==> src/rtl/alu_cmd_sequencer.sv <==
// alu_cmd_sequencer
// Command front-end for a registered-output ALU. Host commands {func, A, B} are buffered
// in a small FIFO and issued one at a time. The result of the unit selected by func[3:2]
// is captured and returned on a valid/ready response port.
// Ports:
//   i_clk, i_rst                    clock (rising edge), asynchronous active-high reset
//   i_cmd_valid/o_cmd_ready         command handshake; i_cmd_func/i_cmd_a/i_cmd_b payload
//   o_alu_func/o_alu_a/o_alu_b      registered operands driven to the ALU
//   i_alu_*_out, i_alu_carry,
//   i_alu_*_flag                    ALU unit results and flags
//   o_rsp_valid/i_rsp_ready         response handshake
//   o_rsp_data/unit/carry/err       captured result, producing unit, carry, flag-low error
//   o_busy                          sequencer active or commands queued
module alu_cmd_sequencer #(
   parameter int unsigned A_WIDTH    = 16,
   parameter int unsigned B_WIDTH    = 16,
   parameter int unsigned FIFO_DEPTH = 4
) (
   input  logic                       i_clk,
   input  logic                       i_rst,
   input  logic                       i_cmd_valid,
   output logic                       o_cmd_ready,
   input  logic [3:0]                 i_cmd_func,
   input  logic [A_WIDTH-1:0]         i_cmd_a,
   input  logic [B_WIDTH-1:0]         i_cmd_b,
   output logic [3:0]                 o_alu_func,
   output logic [A_WIDTH-1:0]         o_alu_a,
   output logic [B_WIDTH-1:0]         o_alu_b,
   input  logic [A_WIDTH+B_WIDTH-1:0] i_alu_arith_out,
   input  logic [A_WIDTH+B_WIDTH-1:0] i_alu_logic_out,
   input  logic [A_WIDTH+B_WIDTH-1:0] i_alu_cmp_out,
   input  logic [A_WIDTH+B_WIDTH-1:0] i_alu_shift_out,
   input  logic                       i_alu_carry,
   input  logic                       i_alu_arith_flag,
   input  logic                       i_alu_logic_flag,
   input  logic                       i_alu_cmp_flag,
   input  logic                       i_alu_shift_flag,
   output logic                       o_rsp_valid,
   input  logic                       i_rsp_ready,
   output logic [A_WIDTH+B_WIDTH-1:0] o_rsp_data,
   output logic [1:0]                 o_rsp_unit,
   output logic                       o_rsp_carry,
   output logic                       o_rsp_err,
   output logic                       o_busy
);

   localparam int unsigned RW    = A_WIDTH + B_WIDTH;
   localparam int unsigned PTR_W = $clog2(FIFO_DEPTH);
   localparam int unsigned CNT_W = PTR_W + 1;
   localparam int unsigned CMD_W = 4 + RW;

   typedef enum logic [1:0] {StIdle, StExec, StCapt, StResp} state_e;

   state_e             r_state;
   logic [CMD_W-1:0]   r_mem [FIFO_DEPTH];
   logic [PTR_W-1:0]   r_wr_ptr;
   logic [PTR_W-1:0]   r_rd_ptr;
   logic [CNT_W-1:0]   r_count;
   logic [3:0]         r_alu_func;
   logic [A_WIDTH-1:0] r_alu_a;
   logic [B_WIDTH-1:0] r_alu_b;
   logic               r_rsp_valid;
   logic [RW-1:0]      r_rsp_data;
   logic [1:0]         r_rsp_unit;
   logic               r_rsp_carry;
   logic               r_rsp_err;

   logic               w_full;
   logic               w_empty;
   logic               w_push;
   logic               w_pop;
   logic [CMD_W-1:0]   w_head;
   logic [RW-1:0]      w_sel_data;
   logic               w_sel_flag;
   logic               w_sel_carry;

   assign w_full  = (r_count == CNT_W'(FIFO_DEPTH));
   assign w_empty = (r_count == '0);
   // Ready comes from the registered count only; held low while reset is asserted.
   assign o_cmd_ready = ~w_full & ~i_rst;
   assign w_push      = i_cmd_valid & o_cmd_ready;
   assign w_pop       = ~w_empty &
                        ((r_state == StIdle) | ((r_state == StResp) & i_rsp_ready));
   assign w_head      = r_mem[r_rd_ptr];

   // Storage needs no reset: the count alone decides which entries are live.
   always_ff @(posedge i_clk) begin
      if (w_push) begin
         r_mem[r_wr_ptr] <= {i_cmd_func, i_cmd_a, i_cmd_b};
      end
   end

   always_ff @(posedge i_clk or posedge i_rst) begin
      if (i_rst) begin
         r_wr_ptr <= '0;
         r_rd_ptr <= '0;
         r_count  <= '0;
      end else begin
         if (w_push) r_wr_ptr <= r_wr_ptr + PTR_W'(1);
         if (w_pop)  r_rd_ptr <= r_rd_ptr + PTR_W'(1);
         r_count <= r_count + CNT_W'(w_push) - CNT_W'(w_pop);
      end
   end

   // Result selection by the unit field of the command currently at the ALU.
   always_comb begin
      w_sel_data = i_alu_arith_out;
      w_sel_flag = i_alu_arith_flag;
      unique case (r_alu_func[3:2])
         2'b00: begin w_sel_data = i_alu_arith_out; w_sel_flag = i_alu_arith_flag; end
         2'b01: begin w_sel_data = i_alu_logic_out; w_sel_flag = i_alu_logic_flag; end
         2'b10: begin w_sel_data = i_alu_cmp_out;   w_sel_flag = i_alu_cmp_flag;   end
         2'b11: begin w_sel_data = i_alu_shift_out; w_sel_flag = i_alu_shift_flag; end
      endcase
   end

   assign w_sel_carry = (r_alu_func[3:2] == 2'b00) ? i_alu_carry : 1'b0;

   always_ff @(posedge i_clk or posedge i_rst) begin
      if (i_rst) begin
         r_state     <= StIdle;
         r_alu_func  <= '0;
         r_alu_a     <= '0;
         r_alu_b     <= '0;
         r_rsp_valid <= 1'b0;
         r_rsp_data  <= '0;
         r_rsp_unit  <= '0;
         r_rsp_carry <= 1'b0;
         r_rsp_err   <= 1'b0;
      end else begin
         unique case (r_state)
            StIdle: begin
               if (w_pop) begin
                  r_alu_func <= w_head[CMD_W-1 -: 4];
                  r_alu_a    <= w_head[RW-1 -: A_WIDTH];
                  r_alu_b    <= w_head[B_WIDTH-1:0];
                  r_state    <= StExec;
               end
            end
            // ALU registers its outputs at the end of this cycle.
            StExec: r_state <= StCapt;
            StCapt: begin
               r_rsp_data  <= w_sel_data;
               r_rsp_unit  <= r_alu_func[3:2];
               r_rsp_carry <= w_sel_carry;
               r_rsp_err   <= ~w_sel_flag;
               r_rsp_valid <= 1'b1;
               r_state     <= StResp;
            end
            StResp: begin
               if (i_rsp_ready) begin
                  r_rsp_valid <= 1'b0;
                  if (w_pop) begin
                     r_alu_func <= w_head[CMD_W-1 -: 4];
                     r_alu_a    <= w_head[RW-1 -: A_WIDTH];
                     r_alu_b    <= w_head[B_WIDTH-1:0];
                     r_state    <= StExec;
                  end else begin
                     r_state <= StIdle;
                  end
               end
            end
         endcase
      end
   end

   assign o_alu_func  = r_alu_func;
   assign o_alu_a     = r_alu_a;
   assign o_alu_b     = r_alu_b;
   assign o_rsp_valid = r_rsp_valid;
   assign o_rsp_data  = r_rsp_data;
   assign o_rsp_unit  = r_rsp_unit;
   assign o_rsp_carry = r_rsp_carry;
   assign o_rsp_err   = r_rsp_err;
   assign o_busy      = (r_state != StIdle) | ~w_empty;

endmodule

==> config.mk <==
export PLATFORM = sky130hd
export DESIGN_NAME = alu_cmd_sequencer
export DESIGN_NICKNAME = d
export VERILOG_FILES = /design/src/rtl/alu_cmd_sequencer.sv
export SDC_FILE = /design/constraint.sdc
export NUM_CORES = 1
export LEC_CHECK = 0
export BUFFER_PORTS_ARGS = -buffer_cell sky130_fd_sc_hd__buf_2
export CORE_ASPECT_RATIO = 1.1
export CORE_MARGIN = 5
export CORE_UTILIZATION = 59
export CTS_BUF_LIST = sky130_fd_sc_hd__clkbuf_8
export DETAILED_ROUTE_END_ITERATION = 10
export PLACE_DENSITY = 0.91
export SYNTH_ARGS = -nofsm -noshare
export SYNTH_HDL_FRONTEND = slang
export SYNTH_SLANG_ARGS = --single-unit
export TNS_END_PERCENT = 100
==> constraint.sdc <==
create_clock -name i_clk -period 3.5 [get_ports i_clk]
set_input_delay 0 -clock i_clk [delete_from_list [all_inputs] [get_ports i_clk]]
set_output_delay 0 -clock i_clk [all_outputs]
set_load 0.02 [all_outputs]
==> impl_metrics.tcl, run 1 <==
set metrics [dict create \
    cts-root-buf "clkbuf_8" \
    cellPowerDensity_mw_per_mm2 852.3 \
    port_buffers 247 \
    fmax_mhz 370.2 \
    dp_cells 874 \
    power.switching_mw 3.684 \
    via_per_inst 5.697 \
    totalWireLength_um 25570 \
    start_util_pct 60.03 \
    antenna_found_initial 5 \
    clkPwrFrac_pct 19.6 \
    timing.final.crit_share_pct 77.18 \
    avgSynthCellArea_um2 21.19 \
    start_kind "flop" \
    ys.warnings.count 0 \
    syn_area_mm2 0.009409 \
    clockBufferDepth 3 \
    h-tree-depth 2 \
    synthCells 444 \
    endpoint_kind "flop" \
    final_cells 1047 \
    cts_tree "done" \
    final_core_util_pct 79.73 \
    cell_internal_pwr_mw 6.966 \
    vias 5965 \
    synth.area.top_cells "edfxtp_1 (46%), dfrtp_1 (22%), mux4_2 (16%), mux2_2 (6.2%), mux2_4 (2.9%)" \
    status "complete, no violations" \
    nNetsFinal 1003 \
    gp_congestion 0.8158 \
    place_hpwl_um 14750 \
    ys_seq_area_share_pct 67.77 \
    ir_drop_v 0.0006220 \
    rows 48 \
    coreArea_mm2 0.01568 \
    final_area_mm2 0.01250 \
    dieArea_mm2 0.01858 \
    synth_top_cell_area_share_pct 45.96 \
    cap_viol_max_count 0 \
    finClkSkew_ns 0.02496 \
    cts_hold_buf 106 \
    crit_buf_inv 2 \
    postRouteAntennaNets 0 \
    p_sw_share_pct 34.59 \
    cts_setup_buffers 0 \
    slowest_stage "dfrtp_2" \
    drive_above_1_share_pct 52.90 \
    drv_slew 0 \
    hold_ws_ns 0.2309 \
    power.share.sequential_pct 38.3 \
    fp.dieW_um 130.4 \
    ys_ff_latch 226 \
    fin_crit_ns 2.701 \
    hold_viol 0 \
    pwr-share-comb_pct 42.1 \
    grt_max_degree 83 \
    ctsResizeCount 0 \
    grt_setup_unrepaired "false" \
    arrival_ns 3.10 \
    dieHeight_um 142.4 \
    wire_per_inst_um 24.42 \
    cpPeakStageDelay_ns 0.73 \
    setup-tns-final_ns 0 \
    path_cells "buf_4, mux4_2, dlygate4sd3_1, mux2_2" \
    crit_family "buffers and inverters" \
    worstMarginPinSlew_ns 1.075 \
    critPathMaxFanout 20 \
    path_clk_slew_ns 0.06 \
    hold_class "in2reg" \
    grt_first_pass_wirelength_um 38300 \
    layout_setup_ws_ns 0.7987 \
    syn_nets 628 \
    insertion_delay_ns 0.52 \
    clock_sinks 226 \
    setup_violations 0 \
    drc_errors 0 \
    path_class "reg2reg" \
    drt_iter0_drc 345 \
    grt_usage_pct 27.70 \
    ios 248 \
    synth.distinct_cells 35 \
    grt-ovfl-total 0 \
    area_growth_pct 32.82 \
    rrSetupSlack_ns 0.80 \
    placed_area_mm2 0.01078 \
    slew_headroom_pct 28.34 \
    first_global_vias 6801 \
    cts_buffers 37 \
    power_mw 10.65 \
    p_leak_nw 5.075 \
    cp.required_ns 3.90 \
    yosysTopAreaCell "edfxtp_1" \
    drt-pass1-iter-count 5 \
    pre_cts_ws_ns 1.296 \
]
-- layout make-up --
class | count | area, um^2
antenna | 2 | 5.005
clock buffer | 37 | 509.2
clock inverter | 28 | 145.1
fill | 807 | 3178
inverter | 10 | 40.04
multi-input combinational | 185 | 2825
sequential | 226 | 6380
tap | 200 | 250.2
timing repair buffer | 359 | 2342
-- cell usage in the layout (no fill, tap or decap), drive strengths merged, types with 2 or more instances in the layout --
master and instances:
xor2 3, xnor2 2, dfrtp 82, clkbuf 37, nor3b 2, inv 19, dlygate4sd3 106, clkinv 16
mux4 69, buf 253, diode 2, clkinvlp 2, ha 10, nor2 6, and2 4, nor3 2
mux2 73, edfxtp 144, a21oi 5
-- Yosys cell counts --
| cell | number |
|---|---|
| a211oi_1 | 1 |
| a21oi_1 | 4 |
| a21oi_2 | 1 |
| a2bb2oi_1 | 1 |
| and2_1 | 4 |
| buf_1 | 5 |
| buf_12 | 1 |
| buf_2 | 6 |
| buf_4 | 1 |
| buf_6 | 7 |
| buf_8 | 1 |
| clkbuf_1 | 2 |
| dfrtp_1 | 82 |
| edfxtp_1 | 144 |
| fa_1 | 1 |
| ha_1 | 10 |
| inv_1 | 10 |
| mux2_1 | 3 |
| mux2_2 | 52 |
| mux2_4 | 18 |
| mux2i_1 | 1 |
| mux4_1 | 2 |
| mux4_2 | 67 |
| nand2_1 | 1 |
| nand2b_1 | 1 |
| nor2_1 | 5 |
| nor2_4 | 1 |
| nor2b_1 | 1 |
| nor3_1 | 1 |
| nor3_4 | 1 |
| nor3b_1 | 2 |
| o22ai_1 | 1 |
| o31a_1 | 1 |
| xnor2_1 | 2 |
| xor2_1 | 3 |
-- layer usage --
layer  GRT usage, %  vias to the layer above  part of all wire [%]
li1               -                     2547                     -
met1          32.06                     2994                    34
met2          47.06                      340                    51
met3          9.947                       78                    11
met4          11.32                        6                   3.8
met5              0                        -                  0.13
-- logic make-up after synthesis --
| logic type | synth area share [%] |
|---|---|
| adders and majority gates | 1.543 |
| buffers and inverters | 2.287 |
| and+or+nand+nor | 1.144 |
| DFF | 67.77 |
| xor gates and xnor gates | 0.4655 |
| muxes | 26.16 |
| AOI/OAI and AO/OA | 0.6384 |
-- worst register-to-register path, stage by stage (launching register included) --
cell	delay, ns
dfrtp_2	0.73
buf_4	0.40
mux4_2	0.56
dlygate4sd3_1	0.61
mux2_2	0.28
-- power groups by stage --
stage	clock network (mW)	logic, mW	registers, mW
after floorplan	0	2.61	4.43
after global placement	0	3.88	4.05
after detailed placement	0	4.03	4.10
after CTS	2.09	4.41	4.05
after global routing	2.25	4.76	4.16
final	2.09	4.48	4.08
-- path summary, 6_finish.rpt --
| check | from | endpoint | depth (start not counted) |
|---|---|---|---|
| max | o_alu_func[2] | o_rsp_data[17] | 4 |
| min | i_cmd_func[0] | r_mem[0][32] | 2 |
| max reg2reg | o_alu_func[2] | o_rsp_data[17] | 4 |
| min reg2reg | o_rsp_unit[0] | o_rsp_unit[0] | 1 |
| max in group asynchronous | i_rst | o_alu_func[2] | 3 |
| min in group asynchronous | i_rst | o_alu_b[3] | 3 |
-- sequential cells by signal (all words and copies together), names as in the netlist, 2 cells and up --
| name | count |
|---|---|
| r_state | 2 |
| r_wr_ptr | 2 |
| o_alu_a | 16 |
| o_alu_b | 16 |
| o_alu_func | 4 |
| r_rd_ptr | 2 |
| r_mem | 144 |
| o_rsp_unit | 2 |
| o_rsp_data | 32 |
| r_count | 3 |
No activity file was read; power rests on OpenSTA's default activity.
==> run 2: changes to the inputs <==
Settings changed: CORE_UTILIZATION 59 to 55, PLACE_DENSITY 0.91 to 0.86.
Clock period 3.5 ns to 2.5 ns, I/O delays scaled along.
==> run 2 against run 1 <==
Effect of this change:
- cell count up 1.7%
- clock power up 50%
- total power up 42%
- design area up 2.1%
- die area up 6.7%
- clock skew down 0.0043 ns
- fmax up 14%
- setup slack worse by 0.66 ns
- sequential cell count unchanged
- count of clock-buffer cells in the layout up 7
- global-route usage down 3.4 points
- critical path type unchanged
- highest routed layer unchanged
==> impl_metrics.tcl, run 2 (same netlist as run 1, synthesis figures left out) <==
set metrics [dict create \
    final_common_cell "buf_2" \
    p_sw_share_pct 33.26 \
    fin_crit_ns 2.363 \
    dieArea_mm2 0.01983 \
    setup-tns-final_ns 0 \
    port_buffers 247 \
    postRouteAntennaNets 0 \
    cellPowerDensity_mw_per_mm2 1187 \
    nNetsFinal 1012 \
    power_mw 15.15 \
    hold_viol 0 \
    crit_buf_inv 2 \
    drt-pass1-iter-count 4 \
    endpoint_kind "flop" \
    slowest_stage "dfrtp_4" \
    path_clk_slew_ns 0.06 \
    clkPwrFrac_pct 20.7 \
    path_cells "buf_12, mux4_2, dlygate4sd3_1, mux2_2" \
    setup_violations 0 \
    rows 50 \
    totalWireLength_um 23750 \
    cpPeakStageDelay_ns 0.61 \
    path_class "reg2reg" \
    num-fill-cells 966 \
    p_leak_nw 5.193 \
    ir_drop_v 0.0008170 \
    cts_buffers 37 \
    cts_setup_buffers 0 \
    drt_iter0_drc 186 \
    start_util_pct 55.70 \
    cts-root-buf "clkbuf_8" \
    power.share.sequential_pct 37.1 \
    insertion_delay_ns 0.52 \
    via_per_inst 5.474 \
    grt_usage_pct 24.29 \
    fmax_mhz 423.1 \
    drive_above_1_share_pct 53.92 \
    timing.final.crit_share_pct 94.53 \
    clock_sinks 226 \
    coreArea_mm2 0.01689 \
    area_growth_pct 35.64 \
    hold_class "in2async" \
    drv_slew 0 \
    ios 248 \
    power.switching_mw 5.037 \
    clockBufferDepth 3 \
    first_global_vias 6404 \
    gp_congestion 0.8726 \
    finClkSkew_ns 0.02070 \
    grt_setup_unrepaired "false" \
    crit_family "buffers and inverters" \
    wire_per_inst_um 22.30 \
    start_kind "flop" \
    h-tree-depth 2 \
    cap_viol_max_count 0 \
    antenna_found_initial 3 \
    arrival_ns 2.76 \
    vias 5830 \
    regMostFlops "r_mem" \
    dieHeight_um 147.2 \
    grt-ovfl-total 0 \
    grt_max_degree 39 \
    cell_internal_pwr_mw 10.11 \
    final_cell_mix "buf_2 (247), edfxtp_1 (144), dlygate4sd3_1 (106)" \
    pwr-share-comb_pct 42.3 \
    worstMarginPinSlew_ns 0.5833 \
    status "complete, no violations" \
    critPathMaxFanout 22 \
    fp.dieW_um 134.7 \
    cp.required_ns 2.89 \
    largest_reg_flops 144 \
    cts_tree "done" \
    drc_errors 0 \
    grt_first_pass_wirelength_um 36940 \
    slew_headroom_pct 61.07 \
    place_hpwl_um 15350 \
]
==> run 2: changes by cell type in the layout (fill, tap and decap cells not counted) <==
cell,delta
buf_12,+9
clkbuf_8,+7
clkinv_1,-6
clkinv_2,-2
clkinvlp_4,+1
dfrtp_2,-1
dfrtp_4,+1
inv_1,+2
inv_4,-1
==> run 2: worst paths after layout <==
kind                          startpoint             to  slack [ns]  cells after the start
setup / recovery           o_alu_func[2]  o_rsp_data[8]        0.14                      4
hold / removal                     i_rst     o_alu_a[3]        0.11                      3
setup reg to reg           o_alu_func[2]  o_rsp_data[8]        0.14                      4
hold reg to reg               o_alu_b[9]     o_alu_b[9]        0.48                      1
max in group asynchronous          i_rst     r_state[1]        1.65                      4
min in group i_clk           i_cmd_a[14]   r_mem[2][30]        0.23                      2
==> run 2: cell type report <==
class / count / area, um^2 / share of cell area, %
Timing Repair Buffer: 368 / 2522 / 19.76
Sequential cell: 226 / 6382 / 50.01
Clock buffer: 44 / 605.6 / 4.745
Inverter: 10 / 38.79 / 0.3039
Clock inverter: 22 / 122.6 / 0.9608
Tap cell: 208 / 260.3 / 2.039
Antenna cell: 2 / 5.005 / 0.03922
Multi-Input combinational cell: 185 / 2825 / 22.14
==> run 2: what timing repair did <==
action	in CTS	in global routing
endpoints found under the setup margin	0	19
hold buffers	106	0
resized for setup	0	1
endpoints found under the hold margin	214	0
==> run 2: power groups by stage <==
stage / combinational, mW / clock (mW) / sequential, mW
after CTS: 6.45 / 3.19 / 5.62
after floorplan: 3.65 / 0 / 6.20
after detailed placement: 5.93 / 0 / 5.68
after global routing: 6.85 / 3.39 / 5.73
final: 6.40 / 3.13 / 5.61
after global placement: 5.77 / 0 / 5.62
==> run 2: worst reg2reg max path, delay by kind of cell (launching register included) <==
family	cells	cell delay [ns]
buf+inv	2	0.82
mux	2	0.82
flops	1	0.61
==> run 2: through the flow <==
| stage | area, um^2 | cells | worst slack, ns | utilization (%) | hold slack, ns |
|---|---|---|---|---|---|
| final | 12760 | 1065 | 0.1368 | 75.56 | 0.1137 |
| after CTS | 12750 | 1063 | 0.01404 | 75.51 | 0.08772 |
| after floorplan | 9409 | 444 | 0.3916 | - | 0.07686 |
| after global routing | 12760 | 1065 | 0.03425 | 75.56 | 0.1378 |
| after detailed placement | 10970 | 891 | 0.3094 | 64.92 | 0.09788 |
| after global placement | 10970 | 891 | 0.4007 | 64.92 | 0.08273 |
==> run 2: metal layers <==
metal  global-route usage (%)  vias to the layer above  share of wire, %
met3                    7.705                       45               9.2
met4                    7.281                        2               2.3
met2                    41.97                      289                52
li1                         -                     2562                 -
met1                    29.32                     2932                37
met5                        0                        -             0.055
==> run 3: changes to the inputs <==
Settings changed: PLACE_DENSITY 0.86 to 0.83, SETUP_SLACK_MARGIN from default to 0.5.
==> run 3 against run 2 <==
Effect of this change:
- total power fell by 1.4%
- critical endpoint is now r_count[2]
- wire length rose by 11%
- non-clock buffer count rose by 71
- first-iteration DRC count rose by 97%
- critical path type unchanged
- cell count rose by 6.4%
==> impl_metrics.tcl, run 3 (same netlist as run 1, synthesis figures left out) <==
set metrics [dict create \
    start_util_pct 55.70 \
    start_kind "flop" \
    critPathMaxFanout 4 \
    area_growth_pct 43.01 \
    drt_iter0_drc 367 \
    pre_cts_ws_ns 0.3714 \
    grt_first_pass_wirelength_um 40840 \
    h-tree-depth 2 \
    r2r_start "r_state[0]" \
    cts_buffers 36 \
    dp_cells 889 \
    grt_setup_unrepaired "false" \
    setup_violations 0 \
    timing.final.crit_share_pct 78.59 \
    cap_viol_max_count 0 \
    final_cells 1133 \
    power_mw 14.94 \
    layout_setup_ws_ns 0.5353 \
    fin_crit_ns 1.965 \
    finClkSkew_ns 0.01866 \
    regMostFlops "r_mem" \
    insertion_delay_ns 0.51 \
    final_core_util_pct 79.66 \
    grt_usage_pct 26.87 \
    min_from "i_cmd_valid" \
    drv_slew 0 \
    gp_congestion 0.8847 \
    fp.dieW_um 134.7 \
    timing.rr.end "r_count[2]" \
    cp.required_ns 2.89 \
    antenna_found_initial 2 \
    min_to "r_wr_ptr[0]" \
    first_global_vias 7096 \
    vias 6236 \
    port_buffers 247 \
    place_hpwl_um 15490 \
    status "complete, no violations" \
    hold_class "in2reg" \
    final_common_cell "buf_2" \
    nNetsFinal 1082 \
    totalWireLength_um 26390 \
    ios 248 \
    final_cell_mix "buf_2 (247), dlygate4sd3_1 (171), edfxtp_1 (144)" \
    slew_headroom_pct 43.70 \
    fmax_mhz 509.0 \
    coreArea_mm2 0.01689 \
    postRouteAntennaNets 0 \
    worstMarginPinSlew_ns 0.8427 \
    setup-tns-final_ns 0 \
    hold_depth 5 \
    clock_sinks 226 \
    cellPowerDensity_mw_per_mm2 1110 \
    dieArea_mm2 0.01983 \
    endpoint_kind "flop" \
    drive_above_1_share_pct 51.19 \
    clockBufferDepth 3 \
    wire_per_inst_um 23.29 \
    arrival_ns 2.35 \
    grt_max_degree 53 \
    largest_reg_flops 144 \
    drt-pass1-iter-count 5 \
    p_leak_nw 5.466 \
    rrSetupSlack_ns 0.54 \
    grt-ovfl-total 0 \
    cts-root-buf "clkbuf_8" \
    ir_drop_v 0.0009600 \
    ff2ff_path_depth 9 \
    drc_errors 0 \
    via_per_inst 5.504 \
    hold_viol 0 \
    rows 50 \
    path_class "reg2reg" \
    path_clk_slew_ns 0.06 \
    dieHeight_um 147.2 \
    cts_tree "done" \
]
[run 3: timing repair]
action,4_1_cts,5_1_grt
pin swaps,2,2
resized for setup,2,8
endpoints found under the setup margin,2,15
hold buffers,171,0
setup buffers,4,4
cloned,0,0
endpoints found under the hold margin,211,0
[run 3: final cells by class]
cell class,instances,area (um^2)
Antenna cell,1,2.502
Timing Repair Buffer,439,3218
Clock inverter,24,130.1
Fill cell,849,3436
Inverter,10,41.29
Sequential cell,226,6384
Clock buffer,40,550.5
Multi-Input combinational cell,185,2869
Tap cell,208,260.3
[run 3: worst max path at each step]
stage	from	end	slack (ns)
final	r_state[0]	r_count[2]	0.54
after floorplan	r_count[2]	r_count[2]	0.51
after CTS	r_state[0]	r_count[2]	0.48
after detailed placement	r_count[2]	r_count[2]	0.37
after global routing	r_state[0]	r_count[2]	0.45
after global placement	r_count[2]	r_count[2]	0.45
[run 3: worst max-delay path, cell delays in order (launching register included)]
cell and delay (ns):
dfrtp_1 0.43, inv_2 0.09, ha_4 0.19, a21oi_4 0.13, nor2_2 0.06, ha_1 0.27
inv_1 0.04, ha_2 0.17, fa_2 0.35, xnor2_1 0.13
[run 3: power by group]
group          switching (mW)  internal (mW)
combinational            3.03           3.25
clock                    1.41           1.58
sequential              0.684           4.99
[run 3: per-stage QoR]
| stage | area [um^2] | hold WS [ns] |
|---|---|---|
| after floorplan | 9427 | 0.07686 |
| after global placement | 10960 | 0.2095 |
| after detailed placement | 10960 | 0.2163 |
| after CTS | 13390 | 0.02107 |
| after global routing | 13460 | 0.03881 |
| final | 13460 | 0.05730 |
[run 3: metal layers]
| metal | GRT usage (%) | wire length, um |
|---|---|---|
| met5 | 0 | 13 |
| met4 | 9.776 | 826 |
| met3 | 8.596 | 2535 |
| met2 | 45.75 | 13380 |
| met1 | 32.21 | 9634 |
